<file path="config.mk">
export PLATFORM = sky130hd
export DESIGN_NAME = ins_seq_rv32i_r_flat
export DESIGN_NICKNAME = d
export VERILOG_FILES = /design/src/rtl/ins_seq_rv32i_r_pkg.sv /design/src/rtl/ins_seq_rv32i_r_if.sv /design/src/rtl/ins_seq_rv32i_r_dec.sv /design/src/rtl/ins_seq_rv32i_r.sv /design/src/flat_wrapper.sv
export SDC_FILE = /design/constraint.sdc
export NUM_CORES = 1
export LEC_CHECK = 0
export ABC_AREA = 0
export CORE_AREA = 2 2 136 138
export DETAILED_ROUTE_END_ITERATION = 10
export DIE_AREA = 0 0 138 140
export PLACE_DENSITY = 0.89
export SYNTH_ARGS = -nofsm -noshare
export SYNTH_HDL_FRONTEND = slang
export SYNTH_SLANG_ARGS = --single-unit
</file>
<file path="constraint.sdc">
create_clock -name clk -period 3.3 [get_ports clk]
set_input_delay 0.33 -clock clk [delete_from_list [all_inputs] [get_ports clk]]
set_output_delay 0.33 -clock clk [all_outputs]
set_load 0.1 [all_outputs]
</file>
<file path="src/rtl/ins_seq_rv32i_r_pkg.sv">
// Shared RV32I R-type constants, ALU op encoding, sequencer states and field layout.
package rv32i_pkg;

    localparam logic [6:0] OPC_OP  = 7'b0110011;
    localparam logic [6:0] F7_BASE = 7'b0000000;
    localparam logic [6:0] F7_ALT  = 7'b0100000;

    localparam logic [2:0] F3_ADD_SUB = 3'b000;
    localparam logic [2:0] F3_SLL     = 3'b001;
    localparam logic [2:0] F3_SLT     = 3'b010;
    localparam logic [2:0] F3_SLTU    = 3'b011;
    localparam logic [2:0] F3_XOR     = 3'b100;
    localparam logic [2:0] F3_SRL_SRA = 3'b101;
    localparam logic [2:0] F3_OR      = 3'b110;
    localparam logic [2:0] F3_AND     = 3'b111;

    typedef enum logic [3:0] {
        ALU_ADD  = 4'd0, ALU_SUB = 4'd1, ALU_SLL = 4'd2, ALU_SLT = 4'd3,
        ALU_SLTU = 4'd4, ALU_XOR = 4'd5, ALU_SRL = 4'd6, ALU_SRA = 4'd7,
        ALU_OR   = 4'd8, ALU_AND = 4'd9
    } alu_op_t;

    typedef enum logic [2:0] {
        S_IDLE, S_FETCH, S_DECODE, S_EXEC, S_WB, S_TRAP
    } seq_state_t;

    typedef struct packed {
        logic [6:0] funct7;
        logic [4:0] rs2;
        logic [4:0] rs1;
        logic [2:0] funct3;
        logic [4:0] rd;
        logic [6:0] op;
    } rtype_t;

    // Only meaningful for legal encodings; funct7 just selects the alternate op.
    function automatic alu_op_t alu_map(input logic [2:0] f3, input logic [6:0] f7);
        case (f3)
            F3_ADD_SUB: alu_map = (f7 == F7_ALT) ? ALU_SUB : ALU_ADD;
            F3_SLL:     alu_map = ALU_SLL;
            F3_SLT:     alu_map = ALU_SLT;
            F3_SLTU:    alu_map = ALU_SLTU;
            F3_XOR:     alu_map = ALU_XOR;
            F3_SRL_SRA: alu_map = (f7 == F7_ALT) ? ALU_SRA : ALU_SRL;
            F3_OR:      alu_map = ALU_OR;
            default:    alu_map = ALU_AND;
        endcase
    endfunction

endpackage

</file>
<file path="src/rtl/ins_seq_rv32i_r_if.sv">
// Sequencer-facing bundle: run control, fetch port, regfile port, ALU port and status.
interface ins_seq_rv32i_r_if;
    import rv32i_pkg::*;

    logic        run;
    logic        ins_req;
    logic [31:0] ins_addr;
    logic        ins_ack;
    logic [31:0] ins_data;
    logic [4:0]  rf_raddr1;
    logic [4:0]  rf_raddr2;
    logic [31:0] rf_rdata1;
    logic [31:0] rf_rdata2;
    alu_op_t     alu_op;
    logic [31:0] alu_a;
    logic [31:0] alu_b;
    logic [31:0] alu_result;
    logic        rf_we;
    logic [4:0]  rf_waddr;
    logic [31:0] rf_wdata;
    logic        busy;
    logic        illegal;
    logic [31:0] trap_pc;
    logic [31:0] instret;

    modport master (
        input  run, ins_ack, ins_data, rf_rdata1, rf_rdata2, alu_result,
        output ins_req, ins_addr, rf_raddr1, rf_raddr2, alu_op, alu_a, alu_b,
               rf_we, rf_waddr, rf_wdata, busy, illegal, trap_pc, instret
    );

    modport slave (
        output run, ins_ack, ins_data, rf_rdata1, rf_rdata2, alu_result,
        input  ins_req, ins_addr, rf_raddr1, rf_raddr2, alu_op, alu_a, alu_b,
               rf_we, rf_waddr, rf_wdata, busy, illegal, trap_pc, instret
    );

endinterface

</file>
<file path="src/rtl/ins_seq_rv32i_r_dec.sv">
// R-type field decoder: splits a 32-bit instruction word into its fields.
module ins_seq_rv32i_r_dec
    import rv32i_pkg::*;
(
    input  logic [31:0] i_ins,
    output rtype_t      o_fields
);

    assign o_fields.op     = i_ins[6:0];
    assign o_fields.rd     = i_ins[11:7];
    assign o_fields.funct3 = i_ins[14:12];
    assign o_fields.rs1    = i_ins[19:15];
    assign o_fields.rs2    = i_ins[24:20];
    assign o_fields.funct7 = i_ins[31:25];

endmodule

</file>
<file path="src/rtl/ins_seq_rv32i_r.sv">
// Multi-cycle control FSM for RV32I R-type: FETCH -> DECODE -> EXEC -> WB, TRAP on illegal.
module ins_seq_rv32i_r
    import rv32i_pkg::*;
#(
    parameter logic [31:0] RESET_PC = 32'h0000_0000,
    parameter logic [31:0] PC_STEP  = 32'd4
) (
    input logic               clk,
    input logic               rst_n,
    ins_seq_rv32i_r_if.master bus
);

    seq_state_t  r_state, w_next;
    logic [31:0] r_pc, r_ins, r_wdata, r_instret, r_trap_pc;
    logic        r_illegal;
    rtype_t      w_f;
    logic        w_legal;
    alu_op_t     w_alu_op;

    ins_seq_rv32i_r_dec u_dec (.i_ins(r_ins), .o_fields(w_f));

    // Alternate funct7 is only defined for SUB and SRA.
    assign w_legal = (w_f.op == OPC_OP) &&
                     ((w_f.funct7 == F7_BASE) ||
                      ((w_f.funct7 == F7_ALT) &&
                       ((w_f.funct3 == F3_ADD_SUB) || (w_f.funct3 == F3_SRL_SRA))));
    assign w_alu_op = alu_map(w_f.funct3, w_f.funct7);

    always_ff @(posedge clk) begin
        if (!rst_n) r_state <= S_IDLE;
        else        r_state <= w_next;
    end

    always_comb begin
        w_next = r_state;
        case (r_state)
            S_IDLE:   if (bus.run)     w_next = S_FETCH;
            S_FETCH:  if (bus.ins_ack) w_next = S_DECODE;
            S_DECODE: w_next = w_legal ? S_EXEC : S_TRAP;
            S_EXEC:   w_next = S_WB;
            S_WB:     w_next = bus.run ? S_FETCH : S_IDLE;
            S_TRAP:   w_next = S_TRAP;
            default:  w_next = S_IDLE;
        endcase
    end

    always_ff @(posedge clk) begin
        if (!rst_n) begin
            r_pc      <= RESET_PC;
            r_ins     <= '0;
            r_wdata   <= '0;
            r_instret <= '0;
            r_illegal <= 1'b0;
            r_trap_pc <= '0;
        end else begin
            if (r_state == S_FETCH && bus.ins_ack) r_ins <= bus.ins_data;
            if (r_state == S_EXEC) r_wdata <= bus.alu_result;
            if (r_state == S_WB) begin
                r_pc      <= r_pc + PC_STEP;
                r_instret <= r_instret + 32'd1;
            end
            if (r_state == S_DECODE && !w_legal) begin
                r_illegal <= 1'b1;
                r_trap_pc <= r_pc;
            end
        end
    end

    always_comb begin
        bus.ins_req   = 1'b0;
        bus.ins_addr  = r_pc;
        bus.rf_raddr1 = '0;
        bus.rf_raddr2 = '0;
        bus.alu_op    = ALU_ADD;
        bus.alu_a     = '0;
        bus.alu_b     = '0;
        bus.rf_we     = 1'b0;
        bus.rf_waddr  = '0;
        bus.rf_wdata  = '0;
        bus.busy      = (r_state != S_IDLE) && (r_state != S_TRAP);
        bus.illegal   = r_illegal;
        bus.trap_pc   = r_trap_pc;
        bus.instret   = r_instret;
        case (r_state)
            S_FETCH:  bus.ins_req = 1'b1;
            S_DECODE: begin
                bus.rf_raddr1 = w_f.rs1;
                bus.rf_raddr2 = w_f.rs2;
            end
            S_EXEC: begin
                bus.rf_raddr1 = w_f.rs1;
                bus.rf_raddr2 = w_f.rs2;
                bus.alu_op    = w_alu_op;
                bus.alu_a     = bus.rf_rdata1;
                bus.alu_b     = bus.rf_rdata2;
            end
            S_WB: begin
                bus.rf_we    = (w_f.rd != 5'd0);
                bus.rf_waddr = w_f.rd;
                bus.rf_wdata = r_wdata;
            end
            default: ;
        endcase
    end

endmodule

</file>
<file path="src/flat_wrapper.sv">
// flat-port wrapper written by rule: the top's interface ports become plain ports
module ins_seq_rv32i_r_flat import rv32i_pkg::*;
#(
    parameter logic [31:0] RESET_PC = 32'h0000_0000,
    parameter logic [31:0] PC_STEP  = 32'd4
)
  (clk, rst_n, bus_run, bus_ins_ack, bus_ins_data, bus_rf_rdata1, bus_rf_rdata2, bus_alu_result, bus_ins_req, bus_ins_addr, bus_rf_raddr1, bus_rf_raddr2, bus_alu_op, bus_alu_a, bus_alu_b, bus_rf_we, bus_rf_waddr, bus_rf_wdata, bus_busy, bus_illegal, bus_trap_pc, bus_instret);
  ins_seq_rv32i_r_if bus_i ();
  input logic clk;
  input logic rst_n;
  input wire logic [$bits(bus_i.run)-1:0] bus_run;
  input wire logic [$bits(bus_i.ins_ack)-1:0] bus_ins_ack;
  input wire logic [$bits(bus_i.ins_data)-1:0] bus_ins_data;
  input wire logic [$bits(bus_i.rf_rdata1)-1:0] bus_rf_rdata1;
  input wire logic [$bits(bus_i.rf_rdata2)-1:0] bus_rf_rdata2;
  input wire logic [$bits(bus_i.alu_result)-1:0] bus_alu_result;
  output wire logic [$bits(bus_i.ins_req)-1:0] bus_ins_req;
  output wire logic [$bits(bus_i.ins_addr)-1:0] bus_ins_addr;
  output wire logic [$bits(bus_i.rf_raddr1)-1:0] bus_rf_raddr1;
  output wire logic [$bits(bus_i.rf_raddr2)-1:0] bus_rf_raddr2;
  output wire logic [$bits(bus_i.alu_op)-1:0] bus_alu_op;
  output wire logic [$bits(bus_i.alu_a)-1:0] bus_alu_a;
  output wire logic [$bits(bus_i.alu_b)-1:0] bus_alu_b;
  output wire logic [$bits(bus_i.rf_we)-1:0] bus_rf_we;
  output wire logic [$bits(bus_i.rf_waddr)-1:0] bus_rf_waddr;
  output wire logic [$bits(bus_i.rf_wdata)-1:0] bus_rf_wdata;
  output wire logic [$bits(bus_i.busy)-1:0] bus_busy;
  output wire logic [$bits(bus_i.illegal)-1:0] bus_illegal;
  output wire logic [$bits(bus_i.trap_pc)-1:0] bus_trap_pc;
  output wire logic [$bits(bus_i.instret)-1:0] bus_instret;
  assign bus_i.run = bus_run;
  assign bus_i.ins_ack = bus_ins_ack;
  assign bus_i.ins_data = bus_ins_data;
  assign bus_i.rf_rdata1 = bus_rf_rdata1;
  assign bus_i.rf_rdata2 = bus_rf_rdata2;
  assign bus_i.alu_result = bus_alu_result;
  assign bus_ins_req = bus_i.ins_req;
  assign bus_ins_addr = bus_i.ins_addr;
  assign bus_rf_raddr1 = bus_i.rf_raddr1;
  assign bus_rf_raddr2 = bus_i.rf_raddr2;
  assign bus_alu_op = bus_i.alu_op;
  assign bus_alu_a = bus_i.alu_a;
  assign bus_alu_b = bus_i.alu_b;
  assign bus_rf_we = bus_i.rf_we;
  assign bus_rf_waddr = bus_i.rf_waddr;
  assign bus_rf_wdata = bus_i.rf_wdata;
  assign bus_busy = bus_i.busy;
  assign bus_illegal = bus_i.illegal;
  assign bus_trap_pc = bus_i.trap_pc;
  assign bus_instret = bus_i.instret;
  ins_seq_rv32i_r #(.RESET_PC(RESET_PC), .PC_STEP(PC_STEP)) u_core (.clk(clk), .rst_n(rst_n), .bus(bus_i));
endmodule
</file>
==> summary.txt <==
final setup vio count: 0
# DRC: 0
Hold Fails Final Rpt: 0
CTS root buf: clkbuf_16
Vias: 7,722
std cell rows: 49
Synth Area in Adders: 0.3348%
Synth Area in Simple Gates: 33.37%
Max Clk Rate: 0.3535 GHz
first-pass GRT wire length: 37,430 um
Psw: 1.120 mW
PortBufs: 342
Sink Count: 160
Clock Power Share: 43.9%
net switching fraction of the power: 25.78%
Slew Limit Fails: 0
DRT antenna net count: 0
Leak: 4.395 nW
register-to-register path setup slack: 0.61 ns
Hold Path End: u_core.r_wdata[3]
fraction of layout instances using a drive strength above 1: 14.43%
TritonCTS clock tree: done
final setup TNS: 0 ns
Die H: 140 um
Worst R2R End: u_core.bus.instret[18]
Internal: 3.226 mW
Crit Path Category: reg -> out
class of the worst hold path: reg -> reg
leading post-synthesis cells by cell area: dfxtp_1 (43%), nand2_1 (11%), a21oi_1 (6.3%)
PwrDens: 370.1 nW/um2
Mean Syn Cell Area: 7.925 um2
sequential power share: 45.4%
DRT Pass-1 Iters: 6
Setup Fix Bufs, Post-CTS: 0
Area growth syn-to-layout: 57.12%
status: complete, no violations
drt total wl: 23,850 um
Required @ worst endpoint: 2.97 ns
H-tree Lvls: 4
Tcrit/Tclk final: 85.72%
post-synthesis sequential area ratio: 42.86%
mux cell area share after synthesis: 6.161%
crit path launch type: flip-flop
initial antenna violation count: 0
Synth Register Bits: 160
worst path cell trace: nor2b_4 > and2_1 > buf_4 > o21ai_0 > a211oi_2 > buf_12
RSZ-0062 raised after global routing: no
hold path cells: 2
Iter 0 DRT Violations: 397
vias in the first global route: 7,211
Worst R2R Path Depth: 5
routability congestion estimate from global placement: 0.8315
Worst slew margin: 26.79%
Worst Tran Pin Value: 1.096 ns
Cell Area, Placed: 11,170 um2
routed vias/inst: 5.207
core area: 17,780 um2
Post-Syn Instances: 943
Max IR drop VDD: 0.3633 mV
synth unique cells: 43
largest family of logic cells by synthesized area: simple AND/OR/NAND/NOR gates
CTS clock-pin slew for the worst setup and hold paths: 0.06 ns
GRT overflow: 0
Yosys top cell by area: dfxtp_1
CTS Hold Bufs: 0
Comb pwr share: 10.8%
max-cap violations: 0
post-synthesis compound-gate area fraction: 9.610%
Max Root-Sink Buffers: 2
IO Count: 347
Crit Path Max Fanout: 33
All-Layer GR Usage: 23.53%
Die ar.: 19,320 um2
YS warnings: 0
nets: 1,375
share of the synthesized area in the top cell type: 42.86%
Synth Flop Type: dfxtp_1
Reg2Reg Launch Point: u_core.r_state[1]
Skew-Pair Late Insertion Delay: 0.42 ns
post-route minimum period: 2.829 ns
Resized Gates After CTS: 0
Post-Syn Area: 7473 um2
hold_ws: 0.4512 ns
initial core utilization: 42.03%
largest net degree at the start of global routing: 89
dpl hpwl: 17,440 um
critical path's largest stage delay: 0.52 ns
DR WL/cell: 16.08 um
Post-synth EDFFs: 0
clock buffers created by TritonCTS: 17
Finished Cell Area: 11,740 um2
CP endpoint kind: output pin
# diodes: 0
Die W: 138 um
xor-xnor portion of the synthesized cell area: 2.578%
CP max stage cell: dfxtp_1
hold_sp: u_core.r_wdata[3]
WP data arrival: 2.50 ns
ys async rst share: 0%
final clock skew: 0.01062 ns
[layout by cell type (no fill, tap or decap), drive strengths merged, types with 19 or more instances in the layout]
master,instances
and3,66
nand2,226
mux2i,46
clkbuf,19
nand3,19
buf,138
and2,51
clkdlybuf4s50,218
dfxtp,160
a21oi,94
or4,19
nor2,23
[flip-flops by register name (all words and copies together), names as in the netlist]
signal,flops
u_core.bus.illegal,1
u_core.bus.instret,32
u_core.r_state,3
u_core.r_wdata,32
u_core.bus.ins_addr,30
u_core.bus.trap_pc,30
u_core.r_ins,32
[critical path, delay by kind of cell (launching register included)]
family                 cells  cell delay, ns
AO/OA/AOI/OAI              2            0.44
buffers and inverters      2            0.55
AND/OR/NAND/NOR            2            0.57
flip-flops                 1            0.52
[cell usage after synthesis (2+ instances only)]
cell type  number
o31ai_1        18
and3_1         66
ha_1            2
o21ai_0         7
o21a_1          3
nor4_1         15
nor4_2          3
xor2_1          8
nand2b_1       16
and4_1          9
and2_1         51
nor3b_1         3
nor3_1         10
or4_1          19
nand4_1        16
clkbuf_1       67
nor2_1         23
nor2b_1         2
a211oi_1        2
or3_1           5
buf_4           5
mux2i_1        46
nand3_1        19
xnor2_1        14
nand2_1       226
dfxtp_1       160
inv_1          13
a21oi_1        94
buf_2           7
[final cells by class]
type / instances / area (um2)
clock buffer: 19 / 442.9
clock inverter: 13 / 127.6
fill: 1421 / 6037
inverter: 13 / 50.05
multi-input combinational: 693 / 3940
sequential: 160 / 3204
tap: 229 / 286.5
timing repair buffer: 356 / 3691
[metal layers]
layer  vias up  track usage [%]  part of all wire (%)
li1       3815                -                     -
met3        19            10.15                   9.6
met2       257            39.06                    48
met1      3631            28.24                    41
met5         -                0                     0
met4         0            5.693                  0.97
[power by group through the flow]
stage	clock [mW]	combinational (mW)	sequential, mW
global route	2.02	0.498	1.97
global placement	0	0.457	2.01
finish	1.91	0.467	1.97
floorplan	0	0.249	2.02
CTS	1.94	0.466	1.97
detailed placement	0	0.465	2.02
[cell families (layout without fill, tap and decap cells)]
family | count (synthesis) | in the layout
buffers and inverters | 93 | 401
DFF | 160 | 160
and+or+nand+nor | 490 | 490
muxes | 46 | 46
other | 1 | 4
AOI/OAI and AO/OA | 129 | 129
xor gates and xnor gates | 22 | 22
adders and majority gates | 2 | 2
[stage by stage]
| step | total power, mW | std cells | setup WS [ns] | utilization [%] |
|---|---|---|---|---|
| floorplan | 2.268 | 946 | 0.3498 | - |
| global placement | 2.471 | 1451 | 0.7403 | 62.84 |
| detailed placement | 2.481 | 1451 | 0.6467 | 62.84 |
| CTS | 4.382 | 1483 | 0.4576 | 66.05 |
| global route | 4.496 | 1483 | 0.2754 | 66.05 |
| finish | 4.346 | 1483 | 0.4714 | 66.05 |
[worst max-delay path by stage]
| stage | from | to | slack, ns |
|---|---|---|---|
| after floorplan | u_core.r_state[1] | bus_alu_op[2] | 0.35 |
| after global placement | u_core.r_state[1] | u_core.bus.instret[22] | 0.74 |
| after detailed placement | u_core.r_state[1] | u_core.bus.instret[18] | 0.65 |
| after CTS | u_core.r_state[1] | bus_alu_op[0] | 0.46 |
| after global routing | u_core.r_state[1] | bus_alu_op[0] | 0.28 |
| final | u_core.r_state[1] | bus_alu_op[0] | 0.47 |
Power figures use the tool's default switching activity.
